$ cat src/rtl/fpu_result_arbiter.sv
`default_nettype none
// ============================================================================
// Module      : fpu_result_arbiter
// Description : Round-robin collector of FPU unit results into a small FIFO,
//               with sticky exception-flag accumulation on writeback.
// Revision    : 1.0 - initial release
// ============================================================================
module fpu_result_arbiter #(
    parameter int N_UNITS = 4,
    parameter int DEPTH   = 2
) (
    input  logic                        clk,
    input  logic                        reset,
    input  logic                        flush,
    input  logic [N_UNITS-1:0]          valid_in,
    output logic [N_UNITS-1:0]          ready_out,
    input  logic [N_UNITS*32-1:0]       data_in,
    input  logic [N_UNITS*5-1:0]        flags_in,
    output logic                        valid_out,
    input  logic                        ready_in,
    output logic [31:0]                 result,
    output logic [4:0]                  result_flags,
    output logic [$clog2(N_UNITS)-1:0]  result_src,
    input  logic                        fflags_clr,
    output logic [4:0]                  fflags
);

    localparam int SRC_W = $clog2(N_UNITS);
    localparam int PTR_W = $clog2(DEPTH);
    localparam int CNT_W = $clog2(DEPTH + 1);

    logic [CNT_W-1:0] count;
    logic [PTR_W-1:0] wr_ptr;
    logic [PTR_W-1:0] rd_ptr;
    logic [SRC_W-1:0] rr_ptr;

    logic [31:0]      mem_data  [DEPTH];
    logic [4:0]       mem_flags [DEPTH];
    logic [SRC_W-1:0] mem_src   [DEPTH];

    logic             pop;
    logic             push;
    logic             space;
    logic             found;
    logic [SRC_W-1:0] grant_idx;
    logic [SRC_W-1:0] next_rr;
    logic [SRC_W:0]   scan;

    assign valid_out = (count != '0);
    assign pop       = valid_out && ready_in;
    assign space     = (count < CNT_W'(DEPTH)) || pop;

    // Rotating scan: the first valid unit at or after rr_ptr wins.
    always_comb begin
        found     = 1'b0;
        grant_idx = '0;
        scan      = '0;
        for (int k = 0; k < N_UNITS; k++) begin
            scan = {1'b0, rr_ptr} + (SRC_W+1)'(k);
            if (scan >= (SRC_W+1)'(N_UNITS))
                scan = scan - (SRC_W+1)'(N_UNITS);
            if (!found && valid_in[scan[SRC_W-1:0]]) begin
                found     = 1'b1;
                grant_idx = scan[SRC_W-1:0];
            end
        end
    end

    assign push      = found && space && !flush && !reset;
    assign ready_out = push ? (N_UNITS'(1) << grant_idx) : '0;
    assign next_rr   = (grant_idx == SRC_W'(N_UNITS - 1)) ? '0 : grant_idx + SRC_W'(1);

    assign result       = valid_out ? mem_data[rd_ptr]  : '0;
    assign result_flags = valid_out ? mem_flags[rd_ptr] : '0;
    assign result_src   = valid_out ? mem_src[rd_ptr]   : '0;

    always_ff @(posedge clk) begin
        if (push) begin
            mem_data[wr_ptr]  <= data_in[grant_idx*32 +: 32];
            mem_flags[wr_ptr] <= flags_in[grant_idx*5 +: 5];
            mem_src[wr_ptr]   <= grant_idx;
        end
    end

    always_ff @(posedge clk) begin
        if (reset) begin
            count  <= '0;
            wr_ptr <= '0;
            rd_ptr <= '0;
            rr_ptr <= '0;
            fflags <= '0;
        end else begin
            // A flag popped alongside a clear survives the clear.
            fflags <= (fflags_clr ? 5'b0 : fflags) | (pop ? result_flags : 5'b0);
            if (flush) begin
                count  <= '0;
                wr_ptr <= '0;
                rd_ptr <= '0;
                rr_ptr <= '0;
            end else begin
                if (push) begin
                    wr_ptr <= wr_ptr + PTR_W'(1);
                    rr_ptr <= next_rr;
                end
                if (pop)
                    rd_ptr <= rd_ptr + PTR_W'(1);
                case ({push, pop})
                    2'b10:   count <= count + CNT_W'(1);
                    2'b01:   count <= count - CNT_W'(1);
                    default: count <= count;
                endcase
            end
        end
    end

endmodule
`default_nettype wire

$ cat config.mk
export PLATFORM = sky130hd
export DESIGN_NAME = fpu_result_arbiter
export DESIGN_NICKNAME = d
export VERILOG_FILES = /design/src/rtl/fpu_result_arbiter.sv
export SDC_FILE = /design/constraint.sdc
export NUM_CORES = 1
export LEC_CHECK = 0
export CORE_ASPECT_RATIO = 1.2
export CORE_MARGIN = 2
export CORE_UTILIZATION = 43
export DETAILED_ROUTE_END_ITERATION = 10
export GPL_TIMING_DRIVEN = 1
export PLACE_DENSITY = 0.81
export SYNTH_ARGS = -nofsm -noshare
export SYNTH_HDL_FRONTEND = slang
export SYNTH_SLANG_ARGS = --single-unit
$ cat constraint.sdc
create_clock -name clk -period 3.8 [get_ports clk]
set_input_delay 0.38 -clock clk [delete_from_list [all_inputs] [get_ports clk]]
set_output_delay 0.38 -clock clk [all_outputs]
set_load 0.005 [all_outputs]
==> results of run 1 <==
[logic make-up after synthesis]
kind of cell	count (synthesis)
mux	150
compound gates	16
fa+ha+maj	5
flops	90
xor+xnor	4
buf+inv	29
simple gates	72
[per-layer routing]
metal / up-vias / GRT usage, % / routed length, um
met1: 1680 / 20.6 / 4170
met5: - / 0 / 0
met4: 0 / 6.34 / 129
met3: 10 / 3.73 / 667
met2: 120 / 34.7 / 6070
li1: 1752 / - / -
[through the flow]
stage | instance area [um2] | hold slack, ps | util (%) | power, mW | setup slack (ps)
after floorplan | 4810 | 452 | - | 1.52 | 557
after global placement | 6940 | 499 | 63.2 | 1.76 | 903
after detailed placement | 6940 | 519 | 63.2 | 1.78 | 836
after CTS | 7250 | 527 | 66.0 | 2.68 | 947
after global routing | 7250 | 590 | 66.0 | 2.76 | 786
final | 7250 | 519 | 66.0 | 2.65 | 979
[path summary, 6_finish.rpt]
check / from / endpoint / slack [ps] / depth (start not counted)
max: valid_in[0] / ready_out[2] / 980 / 9
min: rr_ptr[0] / rr_ptr[0] / 520 / 2
max reg2reg: count[1] / count[1] / 1440 / 6
min reg2reg: rr_ptr[0] / rr_ptr[0] / 520 / 2
[registers in the layout, summed over array words and instances (netlist names), named ones only]
signal     flops
count          2
fflags         5
mem_data      64
mem_flags     10
mem_src        4
rd_ptr         1
rr_ptr         2
wr_ptr         1
[power by group through the flow]
stage	clock, mW	combinational [mW]	sequential [mW]
after detailed placement	0	0.584	1.19
after floorplan	0	0.337	1.19
after global routing	0.958	0.629	1.18
after CTS	0.921	0.586	1.17
final	0.907	0.576	1.17
after global placement	0	0.569	1.19
[layout make-up]
cell class	count	area, um2	share of cell area [%]
sequential	90	2580	35.6
timing repair buffer	212	2120	29.2
multi-input combinational	247	2050	28.2
clock buffer	11	233	3.21
tap	132	165	2.28
clock inverter	5	78.8	1.09
inverter	7	26.3	0.362
[worst max-delay path, cell delays in order]
cell and delay, ps:
sky130_fd_sc_hd__clkdlybuf4s50_1 460, sky130_fd_sc_hd__nor2b_1 170, sky130_fd_sc_hd__a21oi_1 120, sky130_fd_sc_hd__o22ai_1 120, sky130_fd_sc_hd__a21oi_4 350, sky130_fd_sc_hd__inv_2 70
sky130_fd_sc_hd__ha_1 200, sky130_fd_sc_hd__and2_1 130, sky130_fd_sc_hd__clkdlybuf4s50_1 430
[layout by cell type (no fill, tap or decap), drive strengths merged, types with 3 or more instances in the layout]
cell type | Yosys | routed
a21oi | 9 | 9
and2 | 6 | 6
buf | 15 | 7
clkbuf | 7 | 11
clkdlybuf4s50 | 0 | 205
clkinv | 0 | 3
dfxtp | 12 | 12
edfxtp | 78 | 78
ha | 5 | 5
inv | 7 | 7
mux2i | 150 | 150
nor2 | 52 | 52
nor2b | 7 | 7
o21ai | 3 | 3
xnor2 | 3 | 3
==> flow_summary.rst, run 1 <==
.. list-table::
   :header-rows: 1

   * - Metric
     - Value
   * - Initial standard-cell utilization of the core
     - 43.8%
   * - Final std cells w/o fill
     - 704
   * - Maximum number of pins on one net before global-route repair
     - 41
   * - Portion of the clock cycle consumed by the worst path in the final layout
     - between 70 and 80%
   * - Boundary pin count
     - roughly 200
   * - Multiplexer fraction of the synthesized cell area
     - 31.2%
   * - Main synth FF type
     - sky130_fd_sc_hd__edfxtp_1
   * - Adder and majority cell fraction of the synthesized area
     - 1.30%
   * - Sum of overflow across all layers after global routing
     - 0
   * - Max-slew headroom
     - 36.5%
   * - Shortest period the worst path allows
     - ~2800 ps
   * - Net switching component of the power
     - 0.593 mW
   * - Count of final max-slew check failures
     - 0
   * - Data required time of the worst path
     - 3420 ps
   * - NumNets Final
     - 729
   * - Share of final-layout standard cells stronger than drive strength 1
     - 5.42%
   * - Number of hold buffers added after cts
     - 0
   * - Result of the run
     - completed
   * - Fraction of power consumed by combinational cells
     - 21.7%
   * - Final estimated routing congestion in global placement
     - 0.762
   * - Proportion of synthesized chip area in sequential cells
     - 53.7%
   * - Setup repair after global routing missed its margin
     - false
   * - H-tree lvl count
     - 3
   * - Most area-hungry cell type in the Yosys netlist
     - sky130_fd_sc_hd__edfxtp_1
   * - Horizontal die dimension
     - 101 um
   * - Number of synthesized flops with an enable pin
     - 78
   * - Basic-gate share of the synthesized area counting and, or, nand and nor cells
     - 6.73%
   * - Number of antenna cells inserted
     - 0
   * - Number of distinct library cells after synthesis
     - 29
   * - Count of maximum capacitance violations
     - 0
   * - Vias per inst
     - 5.06
   * - Nature of the critical path startpoint
     - primary input
   * - Power density normalized to cell area
     - 366 nW/um2
   * - Number of placed instances with taps included
     - 688
   * - Total of buffers placed on input and output ports
     - 205
   * - Max Fanout on Critical Path
     - 10
   * - Final setup violation count
     - 0
   * - Cell types with the largest area share after synthesis
     - sky130_fd_sc_hd__edfxtp_1 49%, sky130_fd_sc_hd__mux2i_1 31%, sky130_fd_sc_hd__dfxtp_1 5.0%
   * - P_int
     - 2.06 mW
   * - Number of filler cells placed in the layout
     - 822
   * - Worst hold-check path type
     - flip-flop to flip-flop
   * - Die Y-Extent
     - roughly 120 um
   * - Compound-Gate Fraction of Synth Area
     - 1.85%
   * - CP Class
     - primary input to output pin
   * - Average instance area after synthesis
     - about 13 um2
   * - F_max
     - approximately 350 MHz
   * - Register share of total power
     - 44.1%
   * - Number of warnings issued by yosys
     - 0
   * - Post-synthesis register bit count
     - 90
   * - Cell with the most instances after synthesis
     - sky130_fd_sc_hd__mux2i_1
   * - Portion of total power attributed to the clock network
     - between 30% and 40%
   * - Cell area after synthesis
     - 4810 um2
   * - Clock latency on the worst-skew pair
     - approximately 330 ps
   * - Share of flip-flops with an asynchronous set or reset after synthesis
     - 0%
   * - Static Leak
     - ~2.6 nW
   * - Antenna violations before repair
     - 0
   * - Most frequent cells after synthesis
     - 150 x sky130_fd_sc_hd__mux2i_1, 78 x sky130_fd_sc_hd__edfxtp_1, 52 x sky130_fd_sc_hd__nor2_1
   * - Signal arrival time at the worst endpoint
     - 2440 ps
   * - Post-synthesis net count
     - 528
   * - Post-CTS setup repair buffer count
     - 0
   * - Setup TNS Final
     - 0 ps
   * - Post-detailed-route count of antenna-violating nets
     - 0
   * - Standard-cell rows
     - between 40 and 50
   * - Peak supply drop
     - 192 uV
   * - Synth-to-layout area growth
     - 50.7%
   * - Buffer depth of the longest clock path
     - 2
   * - Switching Share
     - roughly 22%
   * - Slew at the pin closest to its max-slew limit
     - 950 ps
   * - Post-cts resize count
     - 0
   * - Clk_skew
     - approximately 5.9 ps
   * - Clock slew at reported path FFs
     - 60 ps
   * - Final HPWL DP
     - approximately 8.5 mm
   * - Area share of the largest cell type after synthesis
     - about half
   * - Clk sinks
     - 90
   * - Wire per inst
     - 15.7 um
   * - DIE AREA
     - 12,100 um2
   * - Detailed-route via count
     - ~3,600
   * - First-pass GRT wire length
     - 17.5 mm
   * - Root Buffer Master
     - sky130_fd_sc_hd__clkbuf_16
   * - Post-Syn Instances
     - ~370
   * - Number of detailed-routing iterations run before antenna repair
     - 5
   * - Parity-gate share of the synthesized area counting xor and xnor cells
     - 0.728%
   * - Total routing resource utilization after global routing
     - 18.6%
   * - DR iter-0 viols
     - 135
   * - Via count of the first global-routing pass
     - 3,587
   * - Fin. Hold Viols
     - 0
   * - Type of destination of the critical path
     - output pin
   * - CTS tree
     - built
   * - TritonCTS buffer count
     - 9
   * - Combinational family with the most area after synthesis
     - multiplexers
   * - Residual DRC count
     - 0
   * - Core box area
     - around 11,000 um2
   * - Total wire length
     - 11.0 mm
Power figures use the tool's default switching activity.
==> run 2, diff against run 1 <==
Clock period 3.8 ns to 2.8 ns, I/O delays scaled along.
==> run 2 against run 1 <==
Effect of this change:
- final cell count grew 0.57%
- register-to-register slack got worse by 560 ps
- via count barely moved
- flip-flop and latch count stayed put
- combinational power is 37% higher
- critical path depth did not move
- clock-buffer cell count down 1
- sequential share of layout area shrank 0.13 points
- critical path type unchanged
- largest power group unchanged
==> flow_summary.rst, run 2 (synthesis results as in run 1) <==
.. list-table::
   :header-rows: 1

   * - Metric
     - Value
   * - Result of the run
     - completed
   * - Buffer depth of the longest clock path
     - 2 (unchanged)
   * - Fin. Hold Viols
     - 0 (unchanged)
   * - DIE AREA
     - 12,100 um2 (unchanged)
   * - Wire per inst
     - 15.5 um (-1.0%)
   * - Portion of the clock cycle consumed by the worst path in the final layout
     - 88.5%
   * - Number of detailed-routing iterations run before antenna repair
     - 4 (-1)
   * - Boundary pin count
     - 206 (unchanged)
   * - Portion of total power attributed to the clock network
     - 31.1% (-3.1 points)
   * - Total routing resource utilization after global routing
     - 18.6% (+0.024 points)
   * - Signal arrival time at the worst endpoint
     - 2200 ps (-240 ps)
   * - Clk sinks
     - 90 (unchanged)
   * - Power density normalized to cell area
     - 474 nW/um2 (+30%)
   * - F_max
     - 404 MHz
   * - Fraction of power consumed by combinational cells
     - 22.9% (+1.2 points)
   * - Die Y-Extent
     - 120 um (unchanged)
   * - Worst hold-check path type
     - flip-flop to flip-flop
   * - Share of final-layout standard cells stronger than drive strength 1
     - 6.08% (+0.66 points)
   * - Clock latency on the worst-skew pair
     - 330 ps (about the same)
   * - Count of maximum capacitance violations
     - 0 (unchanged)
   * - Residual DRC count
     - 0 (unchanged)
   * - Initial standard-cell utilization of the core
     - 43.8% (unchanged)
   * - Peak supply drop
     - 246 uV (+28%)
   * - H-tree lvl count
     - 3 (unchanged)
   * - Final estimated routing congestion in global placement
     - 0.794 (+4.2%)
   * - First-pass GRT wire length
     - 17.3 mm (-0.71%)
   * - Via count of the first global-routing pass
     - 3,691 (+2.9%)
   * - Synth-to-layout area growth
     - 51.2%
   * - Number of antenna cells inserted
     - 0 (unchanged)
   * - Nature of the critical path startpoint
     - primary input
   * - Max-slew headroom
     - 65.9% (+29 points)
   * - Post-CTS setup repair buffer count
     - 0 (unchanged)
   * - Leading cell type in the layout, fill and taps excluded
     - sky130_fd_sc_hd__clkdlybuf4s50_1
   * - Final HPWL DP
     - 8.49 mm (+0.22%)
   * - DR iter-0 viols
     - 124 (-8.1%)
   * - P_int
     - 2.63 mW (+27%)
   * - Clock slew at reported path FFs
     - 60 ps (about the same)
   * - Number of flip-flops under the largest register name
     - 64 (unchanged)
   * - Total wire length
     - 11.0 mm (-0.46%)
   * - Antenna violations before repair
     - 0 (unchanged)
   * - Static Leak
     - 2.56 nW (about the same)
   * - Vias per inst
     - 5.04 (-0.48%)
   * - Shortest period the worst path allows
     - 2480 ps
   * - Type of destination of the critical path
     - output pin
   * - CTS tree
     - built
   * - Clk_skew
     - 5.91 ps (+0.00783 ps)
   * - NumNets Final
     - 733 (+0.55%)
   * - Setup repair after global routing missed its margin
     - false
   * - Switching Share
     - 23.9% (+1.6 points)
   * - Final setup violation count
     - 0 (unchanged)
   * - Post-route total power
     - 3.45 mW (+30%)
   * - Root Buffer Master
     - sky130_fd_sc_hd__clkbuf_16
   * - Largest reg by FF count
     - mem_data
   * - CP Class
     - primary input to output pin
   * - Max Fanout on Critical Path
     - 5 (-5)
   * - Net switching component of the power
     - 0.824 mW (+39%)
   * - Total of buffers placed on input and output ports
     - 205 (unchanged)
   * - Number of hold buffers added after cts
     - 0 (unchanged)
   * - Commonest non-fill, non-tap cells in the layout
     - 205 x sky130_fd_sc_hd__clkdlybuf4s50_1, 150 x sky130_fd_sc_hd__mux2i_1, 78 x sky130_fd_sc_hd__edfxtp_1
   * - Horizontal die dimension
     - 101 um (unchanged)
   * - Standard-cell rows
     - 42 (unchanged)
   * - Sum of overflow across all layers after global routing
     - 0 (unchanged)
   * - Number of filler cells placed in the layout
     - 891 (+8.4%)
   * - Post-cts resize count
     - 0 (unchanged)
   * - Core box area
     - 11,000 um2 (unchanged)
   * - Setup TNS Final
     - 0 ps (unchanged)
   * - TritonCTS buffer count
     - 9 (unchanged)
   * - Slew at the pin closest to its max-slew limit
     - 506 ps (-444 ps)
   * - Biggest registers after layout
     - mem_data: 64 flops, mem_flags: 10 flops, fflags: 5 flops
   * - Count of final max-slew check failures
     - 0 (unchanged)
   * - Maximum number of pins on one net before global-route repair
     - 41 (unchanged)
   * - Register share of total power
     - 46.0% (+1.9 points)
   * - Detailed-route via count
     - 3,565 (+0.084%)
   * - Data required time of the worst path
     - 2520 ps (-900 ps)
   * - Post-detailed-route count of antenna-violating nets
     - 0 (unchanged)
run 2: cell types whose count changed in the layout (fill, tap and decap cells not counted), sizes merged:
cell / before / now
buf: 7 / 11
bufinv: 2 / 0
clkbuf: 11 / 10
clkinv: 3 / 2
clkinvlp: 0 / 3
inv: 7 / 8
run 2: per-layer routing:
metal / global-route usage, % / vias to the layer above / part of all wire, %
li1: - / 1748 / -
met1: 18.9 / 1685 / 36
met2: 36.2 / 118 / 56
met3: 3.84 / 14 / 5.7
met4: 7.11 / 0 / 1.8
met5: 0 / - / 0
run 2: final timing paths:
kind          startpoint             end  depth (start not counted)  slack [ps]
max          valid_in[0]    ready_out[2]                          9         320
min            rr_ptr[0]       rr_ptr[0]                          2         510
min reg2reg    rr_ptr[0]       rr_ptr[0]                          2         510
max reg2reg    rr_ptr[1]  mem_data[0][0]                          6         880
run 2: through the flow:
stage,worst slack [ps],instances,hold slack (ps),util (%),cell area (um2)
after detailed placement,315,692,504,63.8,7010
final,322,708,505,66.3,7280
after global routing,162,708,533,66.3,7280
after CTS,298,708,512,66.3,7280
after floorplan,305,366,352,-,4820
after global placement,409,692,483,63.8,7010
run 2: worst max-delay path, stage by stage:
cell and delay [ps]:
sky130_fd_sc_hd__clkdlybuf4s50_1 520, sky130_fd_sc_hd__nor2b_1 200, sky130_fd_sc_hd__a21oi_1 60, sky130_fd_sc_hd__o22ai_1 250
sky130_fd_sc_hd__a21oi_4 80, sky130_fd_sc_hd__inv_2 80, sky130_fd_sc_hd__ha_1 130, sky130_fd_sc_hd__and2_1 110
sky130_fd_sc_hd__clkdlybuf4s50_1 490
run 2: cell type report:
class / instances / area [um2] / area share (%)
clock buffer: 10 / 229 / 3.15
sequential: 90 / 2580 / 35.5
inverter: 7 / 26.3 / 0.361
multi-input combinational: 247 / 2050 / 28.1
tap: 132 / 165 / 2.27
clock inverter: 6 / 41.3 / 0.567
timing repair buffer: 216 / 2180 / 30.0
run 2: power groups by stage:
stage | sequential, mW | combinational (mW) | clock [mW]
final | 1.59 | 0.790 | 1.07
after global routing | 1.59 | 0.862 | 1.16
after CTS | 1.59 | 0.803 | 1.09
after detailed placement | 1.62 | 0.801 | 0
after global placement | 1.61 | 0.775 | 0
after floorplan | 1.61 | 0.458 | 0
==> patch, RTL diff (flow settings as in run 1) <==
Set the parameter `N_UNITS` to 2 (it was 4).
--- a/src/rtl/fpu_result_arbiter.sv
+++ b/src/rtl/fpu_result_arbiter.sv
@@ -8,3 +8,3 @@
 module fpu_result_arbiter #(
-    parameter int N_UNITS = 4,
+    parameter int N_UNITS = 2,
     parameter int DEPTH   = 2
Ports: changed (5 resized); port bits go from 206 to 127. The function was not compared with the original's and may differ.
==> patch against run 1 <==
Clock skew rose by 0.0037 ns; final cell count fell by 28%; sequential cell count fell by 3; synthesized cell count fell by 30%; area after synthesis fell by 20%; wire length fell by 32%; final area fell by 26%; first-iteration DRC count fell by 40%; setup slack improved by 0.017 ns; maximum frequency rose by 0.60%; sequential share of layout area rose by 11 points; critical endpoint is now result[9].
Power is not compared: it rests on default switching activity, and its combinational part moved more than twofold at a synthesized area within 25%.
==> patch: results (changes against run 1) <==
[synth]
synth_compound_area_share_pct=2.12  ; +0.28 points
ys_seq_area_share_pct=65.3  ; +12 points
yosys_register_bits=87  ; -3.3%
synth_xor_area_share_pct=0.686  ; -0.042 points
synthAdderAreaFrac_pct=0.327  ; -0.97 points
synth_mux_area_share_pct=21.8  ; -9.4 points
ys_types=29  ; unchanged
syn_avg_cell_area_um2=14.9  ; +13%
synth_common_cells=edfxtp_1, nor2_1, mux2i_1
synth_edf_count=76  ; -2.6%
synth_nets=339  ; -36%
async_reset_ff_share_pct=0  ; unchanged
ys_top_cells_by_area=edfxtp_1, mux2i_1, mux2_2

[placed_design]
dp_hpwl_mm=5.24  ; -38%
port_buffers=126  ; -39%
place_inst=490  ; -29%
routabilityCongestion=0.739  ; -3.0%
placed_area_mm2=0.00520  ; -25%

[worst_setup_path]
worst-path-max-fanout=31  ; +21
max_stage_delay_ns=0.97  ; +0.51 ns
arrival_ns=2.42  ; -0.02 ns
path_class=reg2out
regToRegSetupSlack_ns=1.69  ; +0.25 ns
crit_end=result[9]
rr_startpoint=count[1]
r2r_cells=3  ; -3
r2r_end=mem_data[1][13]
slowest_stage=dfxtp_2
cp_top_family=flip-flops

[cts]
htreeDepth=3  ; unchanged
root_buffer=clkbuf_8
cts_buffers=9  ; unchanged
hold_buffers=0  ; unchanged
cts_resized=0  ; unchanged
clkTransAtPathRegs_ns=0.08  ; +0.02 ns
cts_buffer_depth=2  ; unchanged

[run_status]
status=finished clean

[sta]
relSlewSlack_pct=36.2  ; -0.32 points
fin_skew_ns=0.00961  ; +0.00371 ns

[power]
p_int_mw=1.46
leakage_nw=1.76

[global_route]
grt_pass1_vias=2542  ; -29%
grt_pass1_wl_mm=11.8  ; -33%
antenna_found_initial=0  ; unchanged
track_usage_pct=15.6  ; -3.0 points
grt_max_degree=40  ; -2.4%

[drt]
via_per_inst=4.83  ; -4.6%
drt_first_pass_iters=4  ; -1
routed_wirelength_mm=7.49  ; -32%
drtIter0Drc=81  ; -40%

[finish]
reg.largest.list=mem_data x64, mem_flags x10, fflags x5
stdcell_count=506  ; -28%
drive_gt1_share_pct=16.2  ; +11 points
fin_nets=466  ; -36%

[min_path]
hold_path_class=reg2reg

==> patch: changes by cell type after synthesis, moves of 4 or more <==
cell     delta
a21oi_1     -9
and2_1      -5
buf_12      -5
ha_1        -4
inv_1       +5
mux2_2     +27
mux2_4     +10
mux2i_1   -112
nor2_1      -9
==> patch: area by class of cell <==
cell class	count	area [um^2]
repair buffers	129	1280
inverters	10	37.5
clock inverters	6	46.3
clock buffers	10	128
multi-input cells	147	1230
flip-flops and latches	87	2500
fillers	678	3240
well taps	117	146
==> patch: cell families (layout without fill, tap and decap cells) <==
| logic type | count (synthesis) | after routing |
|---|---|---|
| compound gates | 12 | 12 |
| buf+inv | 23 | 155 |
| xor+xnor | 3 | 3 |
| mux | 75 | 75 |
| fa+ha+maj | 1 | 1 |
| flops | 87 | 87 |
| simple gates | 56 | 56 |
==> patch: power groups by stage <==
stage,Sequential (mW),Clock (mW),Combinational (mW)
final,1.08,0.562,0.229
after global routing,1.09,0.619,0.248
after CTS,1.08,0.579,0.233
after detailed placement,1.11,0,0.232
after global placement,1.11,0,0.226
after floorplan,1.10,0,0.103
==> patch: stage by stage <==
step / setup WS [ns] / hold slack, ns
6_report: 0.996 / 0.553
5_1_grt: 0.805 / 0.569
4_1_cts: 0.923 / 0.554
2_1_floorplan: 0.812 / 0.459
3_5_place_dp: 1.16 / 0.534
3_3_place_gp: 1.22 / 0.523
==> patch: how the worst min path moves through the flow <==
stage	startpoint	end	cells after the start
5_1_grt	rd_ptr	rd_ptr	2
4_1_cts	rd_ptr	flop	2
3_5_place_dp	wr_ptr	wr_ptr	1
3_3_place_gp	wr_ptr	wr_ptr	1
2_1_floorplan	flush	flop	1
6_report	wr_ptr	wr_ptr	1
==> patch: routing by layer <==
metal | global-route usage, % | vias to the layer above | wire, um
li1 | - | 1193 | -
met1 | 16.7 | 1170 | 2840
met2 | 28.6 | 72 | 4110
met3 | 4.27 | 8 | 418
met4 | 7.25 | 0 | 121
met5 | 0 | - | 0
